--- src/rtl/seven_seg_mux.sv ---
`default_nettype none
// ============================================================================
// Module   : seven_seg_mux
// Brief    : Multiplexed seven-segment driver with frame-latched data,
//            dead time, PWM brightness, per-digit blanking and hex decode.
// Revision : 1.0  initial release
// ============================================================================
module seven_seg_mux #(
  parameter int DIGITS   = 4,
  parameter int DIV_W    = 10,
  parameter int DEAD     = 16,
  parameter int BRIGHT_W = 3
) (
  input  logic                  i_clk,
  input  logic                  i_rst,
  input  logic [8*DIGITS-1:0]   i_data,
  input  logic                  i_hex_mode,
  input  logic [DIGITS-1:0]     i_blank,
  input  logic [BRIGHT_W-1:0]   i_bright,
  output logic [7:0]            o_data,
  output logic [DIGITS-1:0]     o_en,
  output logic                  o_frame
);

  localparam int               IDX_W    = (DIGITS > 1) ? $clog2(DIGITS) : 1;
  localparam logic [DIV_W-1:0] CNT_MAX  = '1;
  localparam logic [DIV_W-1:0] DEAD_C   = DIV_W'(DEAD);
  localparam logic [IDX_W-1:0] IDX_LAST = IDX_W'(DIGITS - 1);

  logic [DIV_W-1:0]    cnt_q, cnt_d;
  logic [IDX_W-1:0]    idx_q, idx_d;
  logic [8*DIGITS-1:0] shadow_q, shadow_d;
  logic [7:0]          data_q, data_d;
  logic [DIGITS-1:0]   en_q, en_d;
  logic                frame_q, frame_d;

  logic                slot_end;
  logic                frame_end;
  logic                lit;
  logic [7:0]          cur_byte;

  // Segment table, bit0 = a ... bit6 = g.
  function automatic logic [6:0] hex_seg(input logic [3:0] v);
    logic [6:0] s;
    case (v)
      4'h0: s = 7'h3F;
      4'h1: s = 7'h06;
      4'h2: s = 7'h5B;
      4'h3: s = 7'h4F;
      4'h4: s = 7'h66;
      4'h5: s = 7'h6D;
      4'h6: s = 7'h7D;
      4'h7: s = 7'h07;
      4'h8: s = 7'h7F;
      4'h9: s = 7'h6F;
      4'hA: s = 7'h77;
      4'hB: s = 7'h7C;
      4'hC: s = 7'h39;
      4'hD: s = 7'h5E;
      4'hE: s = 7'h79;
      default: s = 7'h71;
    endcase
    return s;
  endfunction

  always_comb begin
    slot_end  = (cnt_q == CNT_MAX);
    frame_end = slot_end && (idx_q == IDX_LAST);

    cnt_d = cnt_q + 1'b1;
    idx_d = idx_q;
    if (slot_end) begin
      idx_d = frame_end ? '0 : idx_q + 1'b1;
    end

    // Data is only sampled on the last clock of a frame so a frame never tears.
    shadow_d = frame_end ? i_data : shadow_q;
  end

  always_comb begin
    cur_byte = shadow_q[idx_q*8 +: 8];
    lit      = (cnt_q >= DEAD_C)
            && (cnt_q[DIV_W-1 -: BRIGHT_W] <= i_bright)
            && !i_blank[idx_q];

    en_d   = '1;
    data_d = 8'h00;
    if (lit) begin
      en_d[idx_q] = 1'b0;
      data_d      = i_hex_mode ? {cur_byte[7], hex_seg(cur_byte[3:0])} : cur_byte;
    end

    frame_d = (cnt_q == '0) && (idx_q == '0);
  end

  always_ff @(posedge i_clk or posedge i_rst) begin
    if (i_rst) begin
      cnt_q    <= '0;
      idx_q    <= '0;
      shadow_q <= '0;
      data_q   <= 8'h00;
      en_q     <= '1;
      frame_q  <= 1'b0;
    end else begin
      cnt_q    <= cnt_d;
      idx_q    <= idx_d;
      shadow_q <= shadow_d;
      data_q   <= data_d;
      en_q     <= en_d;
      frame_q  <= frame_d;
    end
  end

  assign o_data  = data_q;
  assign o_en    = en_q;
  assign o_frame = frame_q;

endmodule
`default_nettype wire

--- config.mk ---
export PLATFORM = sky130hd
export DESIGN_NAME = seven_seg_mux
export DESIGN_NICKNAME = d
export VERILOG_FILES = /design/src/rtl/seven_seg_mux.sv
export SDC_FILE = /design/constraint.sdc
export NUM_CORES = 1
export LEC_CHECK = 0
export CORE_ASPECT_RATIO = 0.75
export CORE_UTILIZATION = 32
export CTS_CLUSTER_SIZE = 12
export DETAILED_ROUTE_END_ITERATION = 10
export GPL_ROUTABILITY_DRIVEN = 0
export SKIP_LAST_GASP = 1
export SLEW_MARGIN = 20
export SYNTH_ARGS = -nofsm -noshare
export SYNTH_HDL_FRONTEND = slang
export SYNTH_SLANG_ARGS = --single-unit
--- constraint.sdc ---
create_clock -name i_clk -period 5.8 [get_ports i_clk]
set_input_delay 1.16 -clock i_clk [delete_from_list [all_inputs] [get_ports i_clk]]
set_output_delay 1.16 -clock i_clk [all_outputs]
set_load 0.05 [all_outputs]
---- Word level (Yosys, flattened, before mapping) ----
Memory sizes are Yosys's and may differ from the RTL's.
Index checks and enable logic that the tools add are counted.
word-level totals
  flip-flop bits (word level) ............. 57
  ROM bits ................................ 112
  logic and storage cells ................. 33
  memories ................................ 1
memories
  name             words  width  read ports  clocked after Yosys merged registers in  write ports  RTL line  RTL
  (no name shown)  16     7      1           0                                        0            45        case (v)
operators by class
  $add $sub $neg .......................... 2
  order comparisons ....................... 4
  equal/unequal tests ..................... 2
  shift-type cells ........................ 1
  muxes and demuxes ....................... 8
  bitwise logic cells ..................... 1
  reductions and logical operators ........ 8
operators by type and width
  operator                                                                              number
  32-bit by 6-bit indexed part select with 8-bit output                                 1
  10-bit by 1-bit adder with 10-bit output, second input constant                       1
  10-bit equality test, second input constant                                           1
  10-bit by 5-bit greater-or-equal comparator with 1-bit output, second input constant  1
  10-bit logical NOT                                                                    1
  8-bit 2-to-1 mux                                                                      1
  7-bit 2-to-1 mux                                                                      1
  1-bit logical AND                                                                     5
  4-bit 2-to-1 mux                                                                      1
  4-bit NOT                                                                             1
  3-bit less-or-equal comparator                                                        1
  2-bit by 3-bit < comparator with 1-bit output, second input constant                  1
  2-bit by 1-bit adder with 2-bit output, second input constant                         1
  1-bit binary-select mux with 2-bit select                                             1
  1-bit demux with 2-bit select                                                         1
  2-bit equality test, second input constant                                            1
  2-bit by 1-bit greater-or-equal comparator with 1-bit output, second input constant   1
  2-bit logical NOT                                                                     1
  1-bit 2-to-1 mux                                                                      2
  2-bit 2-to-1 mux                                                                      1
  1-bit logical NOT                                                                     1

---- Depth between registers and ports, before layout ----
Gate-level depths: netlist (run 1).
  depth in word-level cells ............... 6
  depth in mapped cells ................... 8
  gate-level depth less buffers ........... 7

---- Worst setup path before layout (run 1) ----
Ideal clock, no wire load.
  kind .................................... input-to-reg
  start ................................... in i_bright[1]
  end ..................................... reg data_q[1] (netlist: o_data[1])
  arrival ................................. 2.242 ns
  data required time ...................... 5.693 ns
  slack ................................... 3.451 ns
  stages .................................. 5
  path through ............................ inv_1 -> ha_1 -> a211oi_1 -> o21ai_2 -> a2111oi_4
between the ends
  word-level cells in the longest chain between the ends .. 4
RTL lines
  item                            RTL line  RTL
  start: declaration              19        input logic [BRIGHT_W-1:0] i_bright,
  3-bit less-or-equal comparator  83        && (cnt_q[DIV_W-1 -: BRIGHT_W] <= i_bright)
  1-bit logical AND               83
  1-bit logical AND               84        && !i_blank[idx_q];
  8-bit 2-to-1 mux                88        if (lit) begin
  named net data_d[1]             33        logic [7:0] data_q, data_d;
  end signal: assignment          108       data_q <= data_d;
  end: declaration                33
The timed path passes the listed nets, and every way through them passes these cells.
A chain may end at the register's enable or synchronous reset.

---- Worst setup path after layout (run 1) ----
  start ................................... reg en_q[3] (netlist: o_en[3])
  end ..................................... out o_en[3]
RTL lines
  item                      RTL line  RTL
  start: declaration        34        logic [DIGITS-1:0] en_q, en_d;
  start signal: assignment  109       en_q <= en_d;
  end: declaration          21        output logic [DIGITS-1:0] o_en,
No word-level cell between the ends.

==> results of run 1 <==
## routing by layer
| metal | routed length [um] | track usage (%) | up-vias |
|---|---|---|---|
| met5 | 0 | 0 | - |
| li1 | - | - | 868 |
| met4 | 80 | 5.45 | 0 |
| met2 | 2400 | 19.8 | 37 |
| met3 | 262 | 4.79 | 8 |
| met1 | 2780 | 19.3 | 872 |
## registers in the layout (all words and copies together) (netlist names)
signal and count:
o_frame 1, o_en 4, o_data 8, cnt_q 10, shadow_q 32, idx_q 2
## cells in the mapped netlist (2+ instances only)
master,count,area share [%]
nand4_1,2,0.45
xor2_1,4,1.3
o22ai_1,2,0.45
o21a_1,2,0.54
nor4_1,2,0.45
xnor2_1,4,1.3
buf_2,4,0.72
mux2_2,33,13
ha_1,15,6.7
and2_1,3,0.67
nor2_1,5,0.67
dfstp_2,4,3.8
dfrtp_1,53,47
and3_1,6,1.3
nand3_1,5,0.90
mux4_2,2,1.6
mux4_1,7,6.6
mux2i_1,3,1.1
inv_1,15,2.0
o21ai_0,4,0.72
nor3_1,5,0.90
a211oi_1,3,0.81
nand2_1,9,1.2
## cell type report
| class | count | area (um2) | share of cell area [%] |
|---|---|---|---|
| clock buffers | 14 | 274 | 7.33 |
| flip-flops and latches | 57 | 1430 | 38.3 |
| inverters | 15 | 56.3 | 1.51 |
| well taps | 108 | 135 | 3.61 |
| repair buffers | 56 | 556 | 14.9 |
| clock inverters | 2 | 35.0 | 0.937 |
| multi-input cells | 127 | 1250 | 33.5 |
## per-stage QoR
step / hold WS (ns) / cell area, um2 / utilization (%)
after floorplan: 0.457 / 2790 / -
after global placement: 0.480 / 3430 / 40.6
after detailed placement: 0.487 / 3430 / 40.6
after CTS: 0.498 / 3740 / 44.2
after global routing: 0.509 / 3740 / 44.2
final: 0.492 / 3740 / 44.2
## worst min path at each step
| stage | start | slack [ns] | end | depth (start not counted) |
|---|---|---|---|---|
| 2_1_floorplan | cnt_q[0]$_DFF_PP0_ | 0.46 | cnt_q[0]$_DFF_PP0_ | 1 |
| 3_3_place_gp | shadow_q[27]$_DFFE_PP0P_ | 0.48 | shadow_q[27]$_DFFE_PP0P_ | 1 |
| 3_5_place_dp | shadow_q[0]$_DFFE_PP0P_ | 0.49 | shadow_q[0]$_DFFE_PP0P_ | 1 |
| 4_1_cts | shadow_q[0]$_DFFE_PP0P_ | 0.50 | shadow_q[0]$_DFFE_PP0P_ | 1 |
| 5_1_grt | shadow_q[27]$_DFFE_PP0P_ | 0.51 | shadow_q[27]$_DFFE_PP0P_ | 1 |
| 6_report | shadow_q[0]$_DFFE_PP0P_ | 0.49 | shadow_q[0]$_DFFE_PP0P_ | 1 |
## layout by cell type, fill, tap and decap left out, drive strengths merged
master	synthesis	final
xor2	4	4
xnor2	4	4
buf	6	2
mux4	9	9
nor4	2	2
o211a	1	1
nor3	5	5
clkdlybuf4s50	0	54
a21oi	1	1
a211oi	3	3
a21o	1	1
and2	3	3
ha	15	15
inv	15	15
nand4	2	2
clkinv	0	1
nor2b	1	1
a311oi	1	1
o21ai	5	5
dfrtp	53	53
o21bai	1	1
and3	6	6
nor2	5	5
o22ai	2	2
mux2	33	33
bufinv	0	1
nand3	5	5
a221oi	1	1
nand2	9	9
a2111oi	1	1
clkbuf	1	14
nand2b	1	1
dfstp	4	4
o21a	2	2
o22a	1	1
mux2i	3	3
## kinds of logic after synthesis
kind of cell | after synthesis | share of synthesized area (%)
AOI/OAI and AO/OA | 20 | 6.00
xor gates and xnor gates | 8 | 2.51
adders and majority gates | 15 | 6.72
buffers and inverters | 22 | 3.90
DFF | 57 | 51.3
muxes | 45 | 22.6
and+or+nand+nor | 39 | 7.03
## report_power, final
group / leakage (nW) / switching (mW) / internal (mW)
Clock: 0.153 / 0.169 / 0.366
Combinational: 0.788 / 0.0507 / 0.0541
Sequential: 0.685 / 0.00635 / 0.415
Total: 1.63 / 0.226 / 0.835
==> metrics, run 1 <==
vias per cell=4.71; crit-path max FO=1; die extent in y=82.9 um; Arr. time, crit path=1.64 ns; Final Hold Viols=0; largest net degree at the start of global routing=58; leakage=1.63 nW; #FFs+latches synth=57; Max-Cap Viols=0; Tmin final=2.80 ns; buffer count from post-CTS setup fixing=0; Syn Inst Count=206; async set or reset register ratio after synthesis=100%; first-pass GRT wire length=9.39 mm; TritonCTS clock tree=built; Yosys Warn Count=0; setup ws final=3.00 ns; worst endpoint required time=4.64 ns; pwr/cell area=284 nW/um2; Unique masters post-synth=37; Site Rows=29; detailed-route DRC error count=0; IR drop worst, VDD=133 uV; number of gates resized after cts=0; fmax=0.357 GHz; outcome=finished, final reports clean; reg2reg end=o_data[5]$_DFF_PP0_; Critical Path Sink Type=output port; total number of vias=1785; number of synthesized flops with an enable pin=0; Synth Cell Area=2790 um2; Final ANT Viol Nets=0; crit-path max cell delay=0.80 ns; DP Worst Slack=2.90 ns; critical path type=reg2out; sum of negative setup slack=0 ns; share of cells above drive strength 1=22.1%; clk slew on worst S/H paths=0.05 ns; HP Class=reg2reg; grt total ovfl=0; layout net count=323; Cells after DPL=363; Slew Viols, Final=0; H-tree level count=3; # diodes=0; syn avg cell area=13.6 um2; Core Box Area=8450 um2; Syn Nets=263; CP bufs+invs=1; Layout area overhead=33.9%; hold_buf cts=0; Max Clock Skew=0.00587 ns; layout filler cell count=779; top_reg_cell synth=dfrtp_1; worst path cell trace=clkdlybuf4s50_1; reg2reg path depth=7; CTS Sinks=57; Worst-Skew Late Latency=0.32 ns; internal reg-to-reg setup slack=3.04 ns; Crit path max-delay family=buffers and inverters; final critical-path share of the clock period=48.2%; Layout Cells excl Fill=379; slowest stage cell on the critical path=clkdlybuf4s50_1; number of buffers created by CTS=9; Chip Width=110 um; Iter 0 DRT Violations=76; number of global-route vias before repair=1855; Die ar.=9110 um2; clk root buf=clkbuf_16; detailed placer's ending HPWL=3.89 mm; Crit. path cell count=1; io pins=55; Worst Setup EP=o_en[3]; crit start category=register; Worst slew margin=52.3%; CTS Buffer Depth=2; Worst Max-Slew Pin Slew=0.715 ns; Post-Route WL=5.53 mm; wire per inst=14.6 um; RSZ-0062 raised after global routing=false; Total GRT Usage=13.9%; sequential fraction of the synthesis area=51.3%; 1st-pass router iterations=4; total power draw=1.06 mW; reg-to-reg startpoint=idx_q[0]$_DFFE_PP0N_; final setup violation count=0; port buffer count=54; Starting Density=33.0%; initial antenna violation count=0; worst setup path start=o_en[3]$_DFF_PP1_
(Power assumes the default switching activity.)
==> inputs of run 2 (changes only) <==
clock period = 2.7 ns   (was 5.8 ns; I/O delays follow)
==> run 2 against run 1 <==
  * Wire length is 2.3% higher
  * Worst setup slack worse by 2.6 ns
  * Clock-buffer cell count is 1 lower
  * Highest routed layer unchanged
  * Critical endpoint is now o_data[5]$_DFF_PP0_
==> metrics, run 2 (synthesis results as in run 1) <==
Hold Crit Endpoint=shadow_q[5]$_DFFE_PP0P_; Site Rows=29 (unchanged); 1st-pass router iterations=4 (unchanged); Total GRT Usage=13.8% (-0.090 points); Tmin final=2.26 ns; worst hold slack=0.499 ns (+0.00684 ns); final setup violation count=0 (unchanged); commonest non-fill, non-tap cell in the layout=clkdlybuf4s50_1; sum of negative setup slack=0 ns (unchanged); clk slew on worst S/H paths=0.05 ns (about the same); # diodes=0 (unchanged); number of buffers created by CTS=9 (unchanged); Max Clock Skew=0.00880 ns (+0.00293 ns); Chip Width=110 um (unchanged); reg-to-reg startpoint=idx_q[0]$_DFFE_PP0N_; H-tree level count=3 (unchanged); Slew Viols, Final=0 (unchanged); io pins=55 (unchanged); Final Hold Viols=0 (unchanged); detailed placer's ending HPWL=4.17 mm (+7.2%); internal reg-to-reg setup slack=0.44 ns (-2.60 ns); worst hold path startpoint=shadow_q[5]$_DFFE_PP0P_; Core Box Area=8450 um2 (unchanged); leakage=1.63 nW (+0.38%); IR drop worst, VDD=291 uV (+120%); Worst Max-Slew Pin Slew=0.528 ns (-0.187 ns); largest net degree at the start of global routing=37 (-36%); outcome=finished, final reports clean; total power draw=2.23 mW (+110%); most frequent cells in the layout=54 x clkdlybuf4s50_1, 53 x dfrtp_1, 33 x mux2_2; TritonCTS clock tree=built; share of cells above drive strength 1=22.3% (+0.20 points); Iter 0 DRT Violations=45 (-41%); hold-critical path depth=1 (unchanged); reg2reg end=o_data[5]$_DFF_PP0_; Critical Path Sink Type=register; detailed-route DRC error count=0 (unchanged); max FFs per register=32 (unchanged); clk root buf=clkbuf_16; worst endpoint required time=2.92 ns (-1.72 ns); Worst slew margin=64.7% (+12 points); die extent in y=82.9 um (unchanged); number of gates resized after cts=0 (unchanged); grt total ovfl=0 (unchanged); critical path type=reg2reg; pwr/cell area=594 nW/um2 (+110%); first-pass GRT wire length=9.32 mm (-0.73%); RSZ-0062 raised after global routing=false; Most flops, register=shadow_q; layout net count=325 (+0.62%); Worst-Skew Late Latency=0.32 ns (about the same); CTS Buffer Depth=2 (unchanged); final critical-path share of the clock period=83.8%; vias per cell=4.76 (+1.0%); CTS Sinks=57 (unchanged); post-layout util=44.3% (+0.10 points); Layout area overhead=34.2%; port buffer count=54 (unchanged); HP Class=reg2reg; Arr. time, crit path=2.48 ns (+0.84 ns); wire per inst=14.8 um (+1.8%); setup ws final=0.437 ns (-2.57 ns); number of global-route vias before repair=1834 (-1.1%); hold_buf cts=0 (unchanged); buffer count from post-CTS setup fixing=0 (unchanged); reg2reg path depth=7 (unchanged); initial antenna violation count=0 (unchanged); DP Worst Slack=0.417 ns (-2.49 ns); Max-Cap Viols=0 (unchanged); Starting Density=33.0% (unchanged); fmax=0.442 GHz; crit start category=register; Die ar.=9110 um2 (unchanged); Post-Route WL=5.65 mm (+2.3%); Final ANT Viol Nets=0 (unchanged); crit-path max FO=5 (+4); total number of vias=1813 (+1.6%)
-- run 2: cell count changes in the layout (fill, tap and decap cells not counted), sizes merged --
cell,change
buf,+2
clkinv,+1
clkbuf,-1
-- run 2: final cells by class --
| class | instances | area, um2 |
|---|---|---|
| clock inverter | 3 | 40.0 |
| timing repair buffer | 58 | 583 |
| fill | 807 | 4710 |
| multi-input combinational | 127 | 1250 |
| sequential | 57 | 1430 |
| tap | 108 | 135 |
| clock buffer | 13 | 250 |
| inverter | 15 | 56.3 |
-- run 2: report_power, final --
group | total [mW] | switching (mW) | internal (mW) | leakage [nW]
combinational | 0.227 | 0.109 | 0.118 | 0.803
sequential | 0.907 | 0.0158 | 0.892 | 0.685
clock | 1.09 | 0.359 | 0.735 | 0.144
total | 2.23 | 0.484 | 1.74 | 1.63
-- run 2: worst max path at each step --
stage | startpoint | to | slack (ns) | depth (start not counted)
CTS | idx_q[0]$_DFFE_PP0N_ | o_data[5]$_DFF_PP0_ | 0.42 | 7
global route | idx_q[0]$_DFFE_PP0N_ | o_data[5]$_DFF_PP0_ | 0.26 | 7
finish | idx_q[0]$_DFFE_PP0N_ | o_data[5]$_DFF_PP0_ | 0.44 | 7
detailed placement | i_bright[1] | o_data[1]$_DFF_PP0_ | 0.42 | 6
floorplan | idx_q[0]$_DFFE_PP0N_ | o_data[5]$_DFF_PP0_ | 0.51 | 8
global placement | i_bright[1] | o_data[1]$_DFF_PP0_ | 0.41 | 6
-- run 2: metal layers --
metal  track usage, %  part of all wire (%)  vias up
li1                 -                     -      871
met1             20.3                    51      892
met2             19.1                    44       48
met3             5.18                   5.1        2
met4             3.27                  0.32        0
met5                0                     0        -
-- run 2: through the flow --
step	instances	cell area [um2]
2_1_floorplan	206	2790
3_3_place_gp	365	3460
3_5_place_dp	365	3460
4_1_cts	381	3750
5_1_grt	381	3750
6_report	381	3750
-- run 2: critical path: stages (launching register included) --
cell and delay, ns:
dfrtp_1 0.45, mux4_1 0.68, inv_1 0.23, ha_1 0.18
inv_1 0.04, o21bai_1 0.17, o21ai_0 0.11, a221oi_1 0.31
==> inputs of run 3 (changes only) <==
clock period = 2.25 ns   (was 2.7 ns; I/O delays follow)
==> run 3 against run 2 <==
  * Register-to-register slack worse by 0.30 ns
  * Worst hold slack worse by 0.0075 ns
  * Clock skew decreased by 0.0045 ns
  * Sequential cell count is the same
  * First-iteration DRC count increased by 67%
  * Final cell count increased by 1.3%
  * Largest cell class unchanged
==> metrics, run 3 (synthesis results as in run 1) <==
Worst-Skew Late Latency=0.32 ns (about the same); Chip Width=110 um (unchanged); critical path type=reg2reg; Iter 0 DRT Violations=75 (+67%); leakage=1.68 nW (+3.2%); detailed-route DRC error count=0 (unchanged); RSZ-0062 raised after global routing=false; Arr. time, crit path=2.32 ns (-0.16 ns); Core Box Area=8450 um2 (unchanged); # diodes=0 (unchanged); sum of negative setup slack=0 ns (unchanged); most frequent cells in the layout=54 x clkdlybuf4s50_1, 53 x dfrtp_1, 33 x mux2_2; Worst Max-Slew Pin Slew=0.538 ns (+0.0100 ns); total number of vias=1851 (+2.1%); crit start category=register; clk root buf=clkbuf_16; grt total ovfl=0 (unchanged); Total GRT Usage=13.9% (+0.12 points); max FFs per register=32 (unchanged); CTS Sinks=57 (unchanged); vias per cell=4.80 (+0.77%); layout filler cell count=765 (-5.2%); number of buffers created by CTS=9 (unchanged); Slew Viols, Final=0 (unchanged); share of cells above drive strength 1=25.5% (+3.2 points); total power draw=2.92 mW (+31%); Most flops, register=shadow_q; Die ar.=9110 um2 (unchanged); Final ANT Viol Nets=0 (unchanged); worst hold slack=0.492 ns (-0.00750 ns); Max-Cap Viols=0 (unchanged); CTS Buffer Depth=2 (unchanged); clk slew on worst S/H paths=0.05 ns (about the same); worst endpoint required time=2.46 ns (-0.46 ns); Layout area overhead=37.7%; final setup violation count=0 (unchanged); wire per inst=14.6 um (-1.3%); detailed placer's ending HPWL=4.03 mm (-3.3%); layout net count=330 (+1.5%); H-tree level count=3 (unchanged); crit-path max FO=12 (+7); Final Instance Area=3840 um2 (+2.6%); die extent in y=82.9 um (unchanged); Max Clock Skew=0.00433 ns (-0.00447 ns); pwr/cell area=760 nW/um2 (+28%); Starting Density=33.0% (unchanged); io pins=55 (unchanged); Tmin final=2.12 ns (-0.146 ns); first-pass GRT wire length=9.40 mm (+0.82%); TritonCTS clock tree=built; number of global-route vias before repair=1878 (+2.4%); final critical-path share of the clock period=94.1% (+10 points); Post-Route WL=5.65 mm (about the same); 1st-pass router iterations=4 (unchanged); commonest non-fill, non-tap cell in the layout=clkdlybuf4s50_1; IR drop worst, VDD=352 uV (+21%); post-layout util=45.5% (+1.1 points); port buffer count=54 (unchanged); placed cell areas=3510 um2 (+1.4%); Worst slew margin=64.0% (-0.67 points); largest net degree at the start of global routing=58 (+57%); Site Rows=29 (unchanged); HP Class=in2async; fmax=0.472 GHz (+6.9%); outcome=finished, final reports clean; initial antenna violation count=0 (unchanged); Final Hold Viols=0 (unchanged); Critical Path Sink Type=register
run 3: worst max-delay path: stages (launching register included):
cell and delay (ns):
dfrtp_1 0.42, buf_4 0.26, mux4_1 0.73, nor2_1 0.22, o21ai_0 0.13, o211a_1 0.23
run 3: per-layer routing:
metal  wire length [um]  GRT usage (%)
met5                  0              0
met1               2820           19.3
met2               2450           20.1
met3                300           4.55
met4                 80           5.45
run 3: power breakdown:
group | switching (mW) | internal (mW) | leakage (nW)
combinational | 0.134 | 0.148 | 0.827
clock | 0.451 | 1.10 | 0.172
sequential | 0.0174 | 1.07 | 0.685
run 3: cell type report:
type,count,area [um2],share of cell area [%]
Tap cell,108,135,3.51
Timing Repair Buffer,63,633,16.5
Sequential cell,57,1430,37.2
Inverter,15,56.3,1.46
Multi-Input combinational cell,127,1240,32.4
Clock inverter,6,105,2.73
Clock buffer,10,239,6.22
run 3: path summary, 6_finish.rpt:
| check | startpoint | to | slack [ns] | depth (start not counted) |
|---|---|---|---|---|
| max reg2reg | idx_q[0]$_DFFE_PP0N_ | o_data[6]$_DFF_PP0_ | 0.13 | 5 |
| min reg2reg | cnt_q[0]$_DFF_PP0_ | cnt_q[0]$_DFF_PP0_ | 0.49 | 1 |
| min in group i_clk | cnt_q[0]$_DFF_PP0_ | cnt_q[0]$_DFF_PP0_ | 0.49 | 1 |
| max | idx_q[0]$_DFFE_PP0N_ | o_data[6]$_DFF_PP0_ | 0.13 | 5 |
| min | i_rst | shadow_q[18]$_DFFE_PP0P_ | 0.49 | 3 |
| max in group asynchronous | i_rst | o_en[0]$_DFF_PP1_ | 1.45 | 3 |
run 3: through the flow:
| step | worst slack (ns) | cells |
|---|---|---|
| after floorplan | 0.0551 | 206 |
| after global placement | 0.0540 | 370 |
| after detailed placement | 0.0576 | 370 |
| after CTS | 0.124 | 386 |
| after global routing | 0.00411 | 386 |
| final | 0.133 | 386 |
run 3: what timing repair did:
item                                    CTS  global route
hold buffers                              0             0
gates resized for setup                   0             2
endpoints found under the setup margin    0             1
setup buffers                             0             0
